$ cat src/rtl/array_reverse.sv
// In-place window reversal sequencer driving a valid/ready array memory port.
// Each swap is read i, read j, write i, write j; the swap count is returned on a result handshake.
module array_reverse #(
    parameter int unsigned ADDR_W = 16,
    parameter int unsigned DATA_W = 32
) (
    input  logic              clk,
    input  logic              nrst,
    input  logic              in_valid,
    output logic              in_ready,
    input  logic [ADDR_W-1:0] in_lo,
    input  logic [ADDR_W-1:0] in_len,
    output logic              out_valid,
    input  logic              out_ready,
    output logic [ADDR_W-1:0] out_swaps,
    output logic              mem_valid,
    input  logic              mem_ready,
    output logic [ADDR_W-1:0] mem_addr,
    output logic              mem_we,
    output logic [DATA_W-1:0] mem_di,
    input  logic [DATA_W-1:0] mem_do
);

    typedef enum logic [2:0] {
        StIdle,
        StRdI,
        StRdJ,
        StWrI,
        StWrJ,
        StDone
    } state_e;

    state_e              state_q, state_d;
    logic [ADDR_W-1:0]   i_q, i_d;
    logic [ADDR_W-1:0]   j_q, j_d;
    logic [ADDR_W-1:0]   rem_q, rem_d;
    logic [ADDR_W-1:0]   swaps_q, swaps_d;
    logic [DATA_W-1:0]   tmp_a_q, tmp_a_d;
    logic [DATA_W-1:0]   tmp_b_q, tmp_b_d;

    logic                in_ready_q, in_ready_d;
    logic                out_valid_q, out_valid_d;
    logic [ADDR_W-1:0]   out_swaps_q, out_swaps_d;
    logic                mem_valid_q, mem_valid_d;
    logic                mem_we_q, mem_we_d;
    logic [ADDR_W-1:0]   mem_addr_q, mem_addr_d;
    logic [DATA_W-1:0]   mem_di_q, mem_di_d;

    logic [ADDR_W-1:0]   half_len;
    logic                mem_acc;

    assign half_len = in_len >> 1;
    assign mem_acc  = mem_valid_q && mem_ready;

    // Next-state and datapath registers
    always_comb begin
        state_d = state_q;
        i_d     = i_q;
        j_d     = j_q;
        rem_d   = rem_q;
        swaps_d = swaps_q;
        tmp_a_d = tmp_a_q;
        tmp_b_d = tmp_b_q;

        unique case (state_q)
            StIdle: begin
                if (in_valid && in_ready_q) begin
                    i_d     = in_lo;
                    j_d     = in_lo + in_len - ADDR_W'(1);
                    rem_d   = half_len;
                    swaps_d = half_len;
                    state_d = (half_len == '0) ? StDone : StRdI;
                end
            end
            StRdI: begin
                if (mem_acc) begin
                    tmp_a_d = mem_do;
                    state_d = StRdJ;
                end
            end
            StRdJ: begin
                if (mem_acc) begin
                    tmp_b_d = mem_do;
                    state_d = StWrI;
                end
            end
            StWrI: begin
                if (mem_acc) begin
                    state_d = StWrJ;
                end
            end
            StWrJ: begin
                if (mem_acc) begin
                    i_d     = i_q + ADDR_W'(1);
                    j_d     = j_q - ADDR_W'(1);
                    rem_d   = rem_q - ADDR_W'(1);
                    state_d = (rem_q == ADDR_W'(1)) ? StDone : StRdI;
                end
            end
            StDone: begin
                if (out_valid_q && out_ready) begin
                    state_d = StIdle;
                end
            end
            default: state_d = StIdle;
        endcase
    end

    // Outputs are registered, decoded from the state being entered
    always_comb begin
        in_ready_d  = (state_d == StIdle);
        mem_valid_d = 1'b0;
        mem_we_d    = 1'b0;
        mem_addr_d  = '0;
        mem_di_d    = '0;

        unique case (state_d)
            StRdI: begin
                mem_valid_d = 1'b1;
                mem_addr_d  = i_d;
            end
            StRdJ: begin
                mem_valid_d = 1'b1;
                mem_addr_d  = j_d;
            end
            StWrI: begin
                mem_valid_d = 1'b1;
                mem_we_d    = 1'b1;
                mem_addr_d  = i_d;
                mem_di_d    = tmp_b_d;
            end
            StWrJ: begin
                mem_valid_d = 1'b1;
                mem_we_d    = 1'b1;
                mem_addr_d  = j_d;
                mem_di_d    = tmp_a_d;
            end
            default: ;
        endcase

        // Zero-swap commands sit one cycle in DONE before presenting the result
        out_valid_d = (state_d == StDone) && (state_q != StIdle);
        out_swaps_d = out_valid_d ? swaps_d : '0;
    end

    always_ff @(posedge clk or negedge nrst) begin
        if (!nrst) begin
            state_q     <= StIdle;
            i_q         <= '0;
            j_q         <= '0;
            rem_q       <= '0;
            swaps_q     <= '0;
            tmp_a_q     <= '0;
            tmp_b_q     <= '0;
            in_ready_q  <= 1'b1;
            out_valid_q <= 1'b0;
            out_swaps_q <= '0;
            mem_valid_q <= 1'b0;
            mem_we_q    <= 1'b0;
            mem_addr_q  <= '0;
            mem_di_q    <= '0;
        end else begin
            state_q     <= state_d;
            i_q         <= i_d;
            j_q         <= j_d;
            rem_q       <= rem_d;
            swaps_q     <= swaps_d;
            tmp_a_q     <= tmp_a_d;
            tmp_b_q     <= tmp_b_d;
            in_ready_q  <= in_ready_d;
            out_valid_q <= out_valid_d;
            out_swaps_q <= out_swaps_d;
            mem_valid_q <= mem_valid_d;
            mem_we_q    <= mem_we_d;
            mem_addr_q  <= mem_addr_d;
            mem_di_q    <= mem_di_d;
        end
    end

    assign in_ready  = in_ready_q;
    assign out_valid = out_valid_q;
    assign out_swaps = out_swaps_q;
    assign mem_valid = mem_valid_q;
    assign mem_we    = mem_we_q;
    assign mem_addr  = mem_addr_q;
    assign mem_di    = mem_di_q;

endmodule

$ cat config.mk
export PLATFORM = sky130hd
export DESIGN_NAME = array_reverse
export DESIGN_NICKNAME = d
export VERILOG_FILES = /design/src/rtl/array_reverse.sv
export SDC_FILE = /design/constraint.sdc
export NUM_CORES = 1
export LEC_CHECK = 0
export CORE_MARGIN = 5
export CORE_UTILIZATION = 36
export CTS_CLUSTER_SIZE = 16
export DETAILED_ROUTE_END_ITERATION = 12
export GPL_TIMING_DRIVEN = 0
export SLEW_MARGIN = 5
export SYNTH_ARGS = -nofsm -noshare
export SYNTH_HDL_FRONTEND = slang
export SYNTH_SLANG_ARGS = --single-unit
$ cat constraint.sdc
create_clock -name clk -period 3.1 [get_ports clk]
set_input_delay 0.62 -clock clk [delete_from_list [all_inputs] [get_ports clk]]
set_output_delay 0.62 -clock clk [all_outputs]
set_load 0.01 [all_outputs]
==> run summary <==
- **most instantiated flip-flop cell in the synthesis netlist** sky130_fd_sc_hd__dfrtp_1
- **relative max-transition margin** 26.2%
- **data required time of the worst path** 3.44 ns
- **worst hold path type** primary input to asynchronous set/reset pin
- **critical register-to-register path startpoint** in_ready
- **net count after synthesis** 1040
- **shortest clock period the worst path allows after layout** 3.08 ns
- **antenna fix cells** 0
- **Via-to-Cell Ratio** 5.38
- **root buf cell** sky130_fd_sc_hd__clkbuf_16
- **Cell Chain, Critical Path** clkdlybuf4s15_1, inv_1, ha_1, inv_1, ha_4, fa_2, a21o_1, a221oi_4, o21a_1, mux2_4, o32a_4, a22o_1
- **DRC viols** 0
- **crit path DAT** 3.43 ns
- **global-route wire length before repair** 44.3 mm
- **setup skew after layout** 0.0207 ns
- **Clock Pin Slew Worst Setup and Hold Paths** 0.09 ns
- **maximum fanout along the worst path** 3
- **HPWL after detailed placement** 20.1 mm
- **FFs w/ async S/R, synth** 100%
- **number of buffers on the longest clock path** 2
- **average footprint of a synthesized cell** 10.4 um2
- **post-synthesis instance total** 937
- **Yosys top cell by area** sky130_fd_sc_hd__dfrtp_1
- **Max rail drop VDD** 0.359 mV
- **share of cells above drive strength 1** 14.1%
- **placer congestion estimate** 0.915
- **part of the cycle the worst path needs** 99.5%
- **type of the worst setup path** primary input to flip-flop
- **number of warnings reported in the yosys synthesis log** 0
- **CP bufs+invs** 3
- **DP Cell Count** 1415
- **vias after detailed routing** 7779
- **largest cells by area after synthesis** sky130_fd_sc_hd__dfrtp_1 (51%), sky130_fd_sc_hd__mux2_2 (7.8%), sky130_fd_sc_hd__ha_1 (4.2%)
- **slew at the pin with the worst max-slew slack** 1.10 ns
- **cts-stage hold buffer count** 0
- **CTS HTree Levels** 4
- **pin count of the biggest net entering global routing** 117
- **cell area after synthesis** 9770 um2
- **critical-path cell with the highest stage delay** sky130_fd_sc_hd__fa_2
- **filler-free cell count of the finished design** 1447
- **most common library cells after synthesis** sky130_fd_sc_hd__dfrtp_1 (198), sky130_fd_sc_hd__nand2_1 (75), sky130_fd_sc_hd__inv_1 (69)
- **Multi-input gate area** 4510 um2
- **setup TNS** 0 ns
- **delay-heaviest family, CP** compound AO/OA/AOI/OAI gates
- **most frequent CP cell** sky130_fd_sc_hd__inv_1
- **die extent in y** 175 um
- **total I/O pin count** 137
- **sequential-to-total area share from yosys stat** 51.0%
- **LEAKAGE** 5.64 nW
- **# fillers** 2496
- **status** complete, no violations
- **routed wire length** 27.9 mm
- **cell with the most instances after synthesis** sky130_fd_sc_hd__dfrtp_1
- **Setup crit end kind** flip-flop
- **floorplan row count** 60
- **upper clock frequency limit** 324 MHz
- **total setup violations reported at the end of the flow** 0
- **starting utilization of the core area** 36.4%
- **total power density per cell area** 910 nW/um2
- **Storage cell area** 4980 um2
- **biggest cell delay along the critical path** 0.39 ns
- **overall fraction of global-route tracks in use** 18.3%
- **grt total ovfl** 0
- **number of global-route vias before repair** 7739
- **count of unique library cells instantiated by Yosys** 66
- **total CTS buffers** 17
- **share of Yosys cell area claimed by the top area cell type** 50.7%
- **Core ar.** 26800 um2
- **Maximum Capacitance Violations** 0
- **startpoint type of the worst setup path** primary input
- **area growth from synthesis to final layout** 27.8%
- **final hold violation count** 0
- **number of enable-type register cells in the synthesized netlist** 0
- **number of nets in the layout** 1196
- **length of the first detailed-routing pass in iterations** 5
- **Die Outline Area** 30500 um2
- **clock latency of the later-clocked register in the worst-skew pair** 0.46 ns
- **initial DRC count** 666
- **Seq cells post-synth** 199
- **antenna-violating nets left** 0
- **Final Slew Violations** 0
- **initial antenna violation count** 1
- **wire length per cell** 19.3 um
- **IO Port Bufs** 136
- **crit path from** in_len[1]
- **CTS tree** built
- **CTS sink count** 199
- **die extent in x** 175 um
==> path summary, 6_finish.rpt <==
check | end | slack [ns] | depth (start not counted)
max in group asynchronous | tmp_b_q[26] | 1.95 | 2
worst min-delay path | mem_addr[1] | 0.15 | 1
min in group clk | i_q[2] | 0.48 | 3
worst max-delay path | mem_addr[15] | 0.02 | 12
worst max register to register | mem_di[24] | 0.30 | 8
worst min register to register | swaps_q[0] | 0.48 | 2
==> kinds of logic (layout without fill, tap and decap cells) <==
group | count (synthesis) | count (layout) | synth area share, %
flops | 199 | 199 | 51.0
mux | 72 | 72 | 8.25
simple gates | 268 | 268 | 13.9
buf+inv | 123 | 292 | 4.82
fa+ha+maj | 34 | 34 | 4.43
xor+xnor | 13 | 13 | 1.17
compound gates | 228 | 228 | 16.5
==> where the power goes <==
part / switching [mW] / internal [mW]
combinational: 2.64 / 2.05
sequential: 0.525 / 3.64
clock: 1.33 / 1.18
total: 4.49 / 6.87
==> state kept, by name, summed over array words and instances, names as in the netlist, 3 cells and up <==
register   cells
i_q           16
mem_di        32
tmp_a_q       32
mem_addr      16
state_q        3
swaps_q       16
out_swaps     16
rem_q         16
j_q           16
tmp_b_q       32
==> cell type report <==
| class | count | area share (%) |
|---|---|---|
| well taps | 341 | 3.42 |
| inverters | 69 | 2.07 |
| clock buffers | 17 | 3.41 |
| clock inverters | 15 | 2.04 |
| flip-flops and latches | 199 | 39.9 |
| plain buffers | 51 | 1.70 |
| multi-input cells | 615 | 36.1 |
| repair buffers | 140 | 11.4 |
==> placed cells by master (no fill, tap or decap), types with 7 or more instances in the layout <==
cell type and instances:
sky130_fd_sc_hd__dfrtp_1 198, sky130_fd_sc_hd__clkdlybuf4s50_1 117, sky130_fd_sc_hd__nand2_1 74, sky130_fd_sc_hd__mux2_2 67, sky130_fd_sc_hd__inv_1 66, sky130_fd_sc_hd__nor2b_1 47, sky130_fd_sc_hd__a21oi_1 46, sky130_fd_sc_hd__nor2_1 46
sky130_fd_sc_hd__o21ai_0 45, sky130_fd_sc_hd__clkbuf_1 36, sky130_fd_sc_hd__a41o_1 32, sky130_fd_sc_hd__ha_1 23, sky130_fd_sc_hd__nor3_1 22, sky130_fd_sc_hd__nand3_1 19, sky130_fd_sc_hd__clkbuf_16 17, sky130_fd_sc_hd__a22o_1 14
sky130_fd_sc_hd__o22ai_1 12, sky130_fd_sc_hd__o211ai_1 12, sky130_fd_sc_hd__dlygate4sd2_1 11, sky130_fd_sc_hd__clkbuf_2 10, sky130_fd_sc_hd__nor4_1 9, sky130_fd_sc_hd__a31oi_1 9, sky130_fd_sc_hd__xnor2_1 9, sky130_fd_sc_hd__or3_1 7
==> routing by layer <==
layer  vias up  share of wire (%)  global-route usage [%]
met2       267                 47                    29.5
met3        36                5.9                    3.76
met5         -              0.047                       0
met1      3798                 45                    25.3
li1       3676                  -                       -
met4         2                1.9                    5.11
==> metrics by stage <==
stage | total power [mW] | area [um2] | hold slack [ns] | util, % | setup WS (ns)
finish | 11.4 | 12500 | 0.152 | 46.6 | 0.0166
global route | 12.1 | 12500 | 0.191 | 46.6 | -0.00251
CTS | 11.4 | 12400 | 0.190 | 46.2 | 0.0000295
detailed placement | 8.75 | 11600 | 0.461 | 43.3 | -1.29
global placement | 8.68 | 11600 | 0.455 | 43.2 | -7.23
floorplan | 7.02 | 9790 | 0.324 | - | 0.0151
==> repair_timing <==
item                                    4_1_cts  5_1_grt
endpoints found under the setup margin       47       56
pin swaps                                     6        6
setup buffers                                 2        1
cloned                                        0        0
gates resized for setup                      32       35
Power figures use the tool's default switching activity.
